## src/rtl/alu_arbiter.sv

```systemverilog
// alu_arbiter: round-robin arbiter sharing one external ALU between two requesters.
// One transaction in flight; results are held per requester until acknowledged.
module alu_arbiter #(
    parameter int DATA_W = 32
) (
    input  logic              clk,
    input  logic              rst,
    input  logic              req0,
    input  logic              req1,
    input  logic [DATA_W-1:0] rs0,
    input  logic [DATA_W-1:0] rt0,
    input  logic [DATA_W-1:0] rs1,
    input  logic [DATA_W-1:0] rt1,
    input  logic [3:0]        ctrl0,
    input  logic [3:0]        ctrl1,
    output logic              gnt0,
    output logic              gnt1,
    output logic              rsp_valid0,
    output logic              rsp_valid1,
    output logic [DATA_W-1:0] rsp_out0,
    output logic [DATA_W-1:0] rsp_out1,
    output logic              rsp_zero0,
    output logic              rsp_zero1,
    input  logic              rsp_ack0,
    input  logic              rsp_ack1,
    output logic [3:0]        alu_ctrl,
    output logic [DATA_W-1:0] alu_rs,
    output logic [DATA_W-1:0] alu_rt,
    input  logic [DATA_W-1:0] alu_out,
    input  logic              alu_zero,
    output logic              busy
);
    typedef enum logic [1:0] {IDLE, EXEC, RESP} state_t;
    state_t            r_state, w_next;
    logic              r_ptr, r_owner, r_zero0, r_zero1;
    logic [3:0]        r_ctrl;
    logic [DATA_W-1:0] r_rs, r_rt, r_out0, r_out1;
    logic              w_idle, w_gnt0, w_gnt1, w_ack;
    // r_ptr set means requester 1 wins a tie
    assign w_idle = (r_state == IDLE) && !rst;
    assign w_gnt0 = w_idle && req0 && (!req1 || !r_ptr);
    assign w_gnt1 = w_idle && req1 && (!req0 || r_ptr);
    assign w_ack  = r_owner ? rsp_ack1 : rsp_ack0;
    always_comb begin
        w_next = r_state;
        case (r_state)
            IDLE:    w_next = (w_gnt0 || w_gnt1) ? EXEC : IDLE;
            EXEC:    w_next = RESP;
            RESP:    w_next = w_ack ? IDLE : RESP;
            default: w_next = IDLE;
        endcase
    end
    always_ff @(posedge clk or posedge rst) begin
        if (rst) begin
            r_state <= IDLE;
            r_ptr   <= 1'b0;
            r_owner <= 1'b0;
            r_ctrl  <= '0;
            r_rs    <= '0;
            r_rt    <= '0;
            r_out0  <= '0;
            r_out1  <= '0;
            r_zero0 <= 1'b0;
            r_zero1 <= 1'b0;
        end else begin
            r_state <= w_next;
            if (w_gnt0 || w_gnt1) begin
                r_owner <= w_gnt1;
                r_ptr   <= w_gnt0;
                r_ctrl  <= w_gnt1 ? ctrl1 : ctrl0;
                r_rs    <= w_gnt1 ? rs1 : rs0;
                r_rt    <= w_gnt1 ? rt1 : rt0;
            end
            if (r_state == EXEC && !r_owner) begin
                r_out0  <= alu_out;
                r_zero0 <= alu_zero;
            end
            if (r_state == EXEC && r_owner) begin
                r_out1  <= alu_out;
                r_zero1 <= alu_zero;
            end
        end
    end
    assign gnt0       = w_gnt0;
    assign gnt1       = w_gnt1;
    assign rsp_valid0 = (r_state == RESP) && !r_owner;
    assign rsp_valid1 = (r_state == RESP) && r_owner;
    assign rsp_out0   = r_out0;
    assign rsp_out1   = r_out1;
    assign rsp_zero0  = r_zero0;
    assign rsp_zero1  = r_zero1;
    assign alu_ctrl   = r_ctrl;
    assign alu_rs     = r_rs;
    assign alu_rt     = r_rt;
    assign busy       = r_state != IDLE;
endmodule

```

## config.mk

```make
export PLATFORM = sky130hd
export DESIGN_NAME = alu_arbiter
export DESIGN_NICKNAME = d
export VERILOG_FILES = /design/src/rtl/alu_arbiter.sv
export SDC_FILE = /design/constraint.sdc
export NUM_CORES = 1
export LEC_CHECK = 0
export ABC_CLOCK_PERIOD_IN_PS = 9600
export BUFFER_PORTS_ARGS = -buffer_cell sky130_fd_sc_hd__buf_2
export CORE_AREA = 10 10 159 161
export DETAILED_ROUTE_END_ITERATION = 10
export DIE_AREA = 0 0 169 171
export PLACE_DENSITY_LB_ADDON = 0.15
export SYNTH_ARGS = -nofsm -noshare
export SYNTH_HDL_FRONTEND = slang
export SYNTH_SLANG_ARGS = --single-unit
```

## constraint.sdc

```tcl
create_clock -name clk -period 9.6 [get_ports clk]
set_clock_uncertainty 0.1 [all_clocks]
set_input_delay 1.92 -clock clk [delete_from_list [all_inputs] [get_ports clk]]
set_output_delay 1.92 -clock clk [all_outputs]
set_load 0.05 [all_outputs]
```

==> qor.yml, run 1 <==
timing:
  fin_crit_sh_pct: 55.4
  worstMarginPinSlew_ps: 1020
  tns_ps: 0
  relSlewSlack_pct: 31.8
  fin_hold_ws_ps: 396
  fmaxAchievable_ghz: 0.188
  rsz0062_at_grt: "false"
  finalCriticalPeriod_ps: 5320
  drv_slew: 0
  finalSetupViolCount: 0
  hold_viol_final: 0
  finalWorstSetupSlack_ps: 4280
power_and_ir_drop:
  clkPwrFrac_pct: 19.0
  switching_share_pct: 52.5
  pwr-share-seq_pct: 27.0
  power.density_mw_per_mm2: 429
  ir_drop_uv: 171
  internal_power_mw: 1.79
  p_leak_nw: 3.87
  combinationalPowerShare_pct: 53.9
  switchingPower_mw: 1.99
synthesis:
  synth_fa_ha_area_share_pct: 0
  synth_edf_count: 0
  synthCells: 577
  ys_seq_area_share_pct: 53.2
  synthXorXnorAreaFrac_pct: 0
  synth-simple-area-share_pct: 7.90
  yosysTopAreaCell: "dfrtp_1"
  ys_ff_latch: 138
  synth_top_family_by_area: "compound AO/OA/AOI/OAI gates"
  ys_async_sr_fraction_pct: 100
  synth.distinct_cells: 28
  muxShareOfSynthArea_pct: 11.6
  synth-compound-area-share_pct: 21.4
  avgSynthCellArea_um2: 11.2
  synth.area.top_cells: "dfrtp_1, mux2_2, a31oi_1"
  syn_area_mm2: 0.00649
  synthFlopType: "dfrtp_1"
  syn_nets: 752
  ys_warn_count: 0
  yosysTopAreaCellShare_pct: 53.2
clock_network:
  postCtsHoldBufs: 0
  path_clk_slew_ps: 60
  clock_sinks: 138
  root_buffer: "clkbuf_16"
  cts_tree: "done"
  cts_resized: 0
  h-tree-depth: 4
  clk_latency_ps: 410
  cts_setup_buffers: 0
  cts_buffers: 17
  clockBufferDepth: 2
layout:
  final_cell_mix: "buf_2, dfrtp_1, nand4_1, a21oi_1, a31oi_1"
  final_util_pct: 39.6
  fill_cells: 2220
  stdcell_count: 1143
  area_growth_pct: 35.7
  layout_commonest_cell: "buf_2"
  final_nets: 1018
  drive_gt1_share_pct: 52.8
setup_path:
  crit_top_cell: "buf_2"
  cp_slowest_stage_delay_ps: 630
  cpMaxStageDelayCell: "buf_4"
  path_class: "in2out"
  crit_chain: "buf_2 > buf_4 > nand3_1 > inv_1 > buf_2"
  path_buf_inv: 4
  start_kind: "primary input"
  cp_top_family: "buffers and inverters"
  path_max_fanout: 72
  setup.worst_path.end_class: "primary output"
  cp.arrival_ps: 3300
  crit_required_ps: 7580
drt:
  dr.pass1.iters: 4
  wire_per_inst_um: 21.6
  drc: 0
  drtIter0Drc: 316
  via_per_inst: 5.28
  dr_total_vias: 6038
  ant_nets: 0
  routed_wl_mm: 24.7
floorplan:
  initial_utilization_pct: 29.2
  die_h_um: 171
  die_w_um: 169
  core_mm2: 0.0222
  fp.dieArea_mm2: 0.0289
  fp-row-count: 55
  io_pins: 314
placement:
  gp_congestion: 0.713
  dp_slack_ps: 4260
  post-place-cells: 1109
  hpwl_mm: 16.5
  io_buffers: 313
global_routing:
  grt_remaining_overflow: 0
  grt_max_degree: 84
  track_usage_pct: 16.4
  grt_pass1_wl_mm: 37.7
  antenna_found_initial: 2
  grt_pass1_vias: 6389
flow_run:
  drv_cap: 0
status:
  outcome: "finished, final reports clean"
min_path:
  hold_path_class: "reg2reg"
[sequential cells by signal (all words and copies together), names as in the netlist]
register   count
rsp_out1      32
r_state        2
alu_ctrl       4
rsp_out0      32
alu_rs        32
r_ptr          1
rsp_zero1      1
r_owner        1
alu_rt        32
rsp_zero0      1
[logic make-up (layout without fill, tap and decap cells)]
| family | Yosys count | after routing |
|---|---|---|
| AOI/OAI and AO/OA | 207 | 207 |
| buffers and inverters | 81 | 360 |
| other | 0 | 2 |
| and+or+nand+nor | 84 | 84 |
| muxes | 67 | 67 |
| DFF | 138 | 138 |
[worst paths after layout]
check	start	end	slack, ps	depth (start not counted)
worst max-delay path	req1	gnt1	4280	5
worst min-delay path	rsp_out1[23]$_DFFE_PP0P_	rsp_out1[23]$_DFFE_PP0P_	400	1
worst max register to register	r_state[1]$_DFF_PP0_	alu_rt[1]$_DFFE_PP0P_	6780	5
worst min register to register	rsp_out1[23]$_DFFE_PP0P_	rsp_out1[23]$_DFFE_PP0P_	400	1
max in group asynchronous	rst	alu_rs[7]$_DFFE_PP0P_	6590	3
min in group asynchronous	rst	r_state[1]$_DFF_PP0_	1550	2
[per-stage QoR]
step           cell area [um^2]  total power [mW]
3_3_place_gp               8160              3.09
5_1_grt                    8800              3.98
3_5_place_dp               8160              3.09
6_report                   8800              3.78
2_1_floorplan              6490              2.56
4_1_cts                    8800              3.83
[cell type report]
cell class	count	area [um^2]	share of cell area (%)
sequential	138	3450	39.2
antenna	2	5.00	0.0568
tap	285	357	4.05
clock inverter	14	210	2.39
clock buffer	18	429	4.87
inverter	4	20.0	0.227
timing repair buffer	324	1650	18.7
multi-input combinational	358	2680	30.5
[routing by layer]
layer	vias up	part of all wire (%)	track usage [%]
met2	262	46	25.6
met1	2951	42	20.2
met3	30	11	6.65
li1	2795	-	-
met4	0	1.7	5.25
met5	-	0	0
[Yosys cell counts, drive strengths merged (2+ instances only)]
cell,count
a31oi,68
nor2,3
nand2b,3
clkbuf,38
dfrtp,138
o31ai,68
inv,4
or2,3
mux2,67
o21ai,2
buf,39
a21oi,68
nand4,68
[power by group through the flow]
| stage | registers (mW) | clock network (mW) | logic [mW] |
|---|---|---|---|
| floorplan | 2.01 | 0 | 0.550 |
| global route | 1.06 | 0.768 | 2.15 |
| finish | 1.02 | 0.720 | 2.04 |
| CTS | 1.02 | 0.744 | 2.06 |
| detailed placement | 1.03 | 0 | 2.06 |
| global placement | 1.02 | 0 | 2.06 |
Note: power is estimated with default switching activity, not from simulation.
==> inputs of run 2 (changes only) <==
Settings changed: ABC_CLOCK_PERIOD_IN_PS 9600 to 5100.
Clock period 9.6 ns to 5.1 ns, I/O delays scaled along.
==> qor.yml, run 2 (synthesized netlist as in run 1, its figures left out) <==
setup_path:
  crit_required_ps: 3980  # -3600 ps
  crit_top_cell: "buf_2"
  path_max_fanout: 24  # -67%
  cpMaxStageDelayCell: "buf_2"
  start_kind: "primary input"
  path_buf_inv: 3  # -1
  cp_slowest_stage_delay_ps: 410  # -220 ps
  cp_top_family: "buffers and inverters"
  setup.worst_path.end_class: "primary output"
  cp.arrival_ps: 2100  # -1200 ps
  path_class: "in2out"
  crit_chain: "buf_2 > nand3_1 > inv_1 > buf_2"
global_routing:
  grt_pass1_vias: 6372  # -0.27%
  antenna_found_initial: 1  # -1
  track_usage_pct: 16.1  # -0.25 points
  grt_remaining_overflow: 0  # unchanged
  grt_max_degree: 88  # +4.8%
  grt_pass1_wl_mm: 37.4  # -0.80%
placement:
  post-place-cells: 1111  # +0.18%
  io_buffers: 313  # unchanged
  hpwl_mm: 16.7  # +0.69%
  gp_congestion: 0.731  # +2.5%
  dpl_cell_area_mm2: 0.00818  # +0.18%
  dp_slack_ps: 1880  # -2380 ps
clock_network:
  path_clk_slew_ps: 60  # about the same
  cts_setup_buffers: 0  # unchanged
  root_buffer: "clkbuf_16"
  h-tree-depth: 4  # unchanged
  clockBufferDepth: 2  # unchanged
  cts_resized: 0  # unchanged
  clock_sinks: 138  # unchanged
  postCtsHoldBufs: 0  # unchanged
  cts_buffers: 17  # unchanged
  cts_tree: "done"
  clk_latency_ps: 410  # about the same
drt:
  via_per_inst: 5.22  # -1.2%
  dr.pass1.iters: 4  # unchanged
  ant_nets: 0  # unchanged
  wire_per_inst_um: 21.4  # -1.2%
  drc: 0  # unchanged
  routed_wl_mm: 24.4  # -1.1%
  dr_total_vias: 5970  # -1.1%
  drtIter0Drc: 345  # +9.2%
floorplan:
  fp.dieArea_mm2: 0.0289  # unchanged
  initial_utilization_pct: 29.2  # unchanged
  die_h_um: 171  # unchanged
  io_pins: 314  # unchanged
  fp-row-count: 55  # unchanged
  core_mm2: 0.0222  # unchanged
  die_w_um: 169  # unchanged
power_and_ir_drop:
  p_leak_nw: 3.84  # -0.84%
  power.density_mw_per_mm2: 796  # +85%
  finalPower_mw: 6.96  # +84%
  ir_drop_uv: 356  # +110%
layout:
  fill_cells: 2273  # +2.4%
  final_cell_mix: "buf_2, dfrtp_1, nand4_1, a21oi_1, a31oi_1"
  final_util_pct: 39.3  # -0.26 points
  final_nets: 1020  # +0.20%
  stdcell_area_mm2: 0.00875  # -0.67%
  stdcell_count: 1144  # +0.087%
  area_growth_pct: 34.8
  drive_gt1_share_pct: 53.0  # +0.23 points
  layout_commonest_cell: "buf_2"
timing:
  tns_ps: 0  # unchanged
  rsz0062_at_grt: "false"
  finalCriticalPeriod_ps: 3220
  fin_crit_sh_pct: 63.1
  relSlewSlack_pct: 30.5  # -1.3 points
  finalWorstSetupSlack_ps: 1880  # -2400 ps
  drv_slew: 0  # unchanged
  worstMarginPinSlew_ps: 1040  # +20.4 ps
  hold_viol_final: 0  # unchanged
  fmaxAchievable_ghz: 0.311
  finalSetupViolCount: 0  # unchanged
  fin_hold_ws_ps: 398  # +1.97 ps
min_path:
  hold_path_class: "reg2reg"
status:
  outcome: "finished, final reports clean"
flow_run:
  drv_cap: 0  # unchanged
==> run 2: cell types whose count changed in the layout (fill, tap and decap cells not counted), sizes merged <==
cell	previous run	this run
inv	9	11
clkinv	3	2
buf	324	326
clkinvlp	2	5
diode	2	1
bufinv	4	0
==> run 2: per-layer routing <==
layer  share of wire (%)  track usage [%]  up-vias  wire length, um
met5                   0                0        -                0
met4                 1.1             4.09        0              278
met3                 9.6             6.24       17             2350
met2                  46             24.6      269            11100
met1                  44             21.0     2901            10700
li1                    -                -     2783                -
==> run 2: worst paths after layout <==
path / to / slack (ps) / cells after the start / startpoint
hold / removal: rsp_out1[13]$_DFFE_PP0P_ / 400 / 1 / rsp_out1[13]$_DFFE_PP0P_
max in group asynchronous: rsp_out0[22]$_DFFE_PP0P_ / 3230 / 3 / rst
setup / recovery: gnt1 / 1880 / 4 / req1
min in group asynchronous: alu_rt[7]$_DFFE_PP0P_ / 680 / 2 / rst
hold reg to reg: rsp_out1[13]$_DFFE_PP0P_ / 400 / 1 / rsp_out1[13]$_DFFE_PP0P_
setup reg to reg: alu_rt[9]$_DFFE_PP0P_ / 2880 / 4 / r_state[1]$_DFF_PP0_
==> run 2: where the power goes <==
group	total, mW	internal (mW)	switching [mW]
clock	1.20	0.655	0.544
combinational	3.82	0.908	2.91
sequential	1.94	1.64	0.298
total	6.96	3.20	3.76
==> run 2: area by class of cell <==
type / count / area [um^2] / share of cell area [%]
well taps: 285 / 357 / 4.08
flip-flops and latches: 138 / 3450 / 39.5
clock inverters: 14 / 129 / 1.47
diodes: 1 / 2.50 / 0.0286
repair buffers: 326 / 1660 / 19.0
multi-input cells: 358 / 2680 / 30.7
inverters: 4 / 20.0 / 0.229
clock buffers: 18 / 439 / 5.02
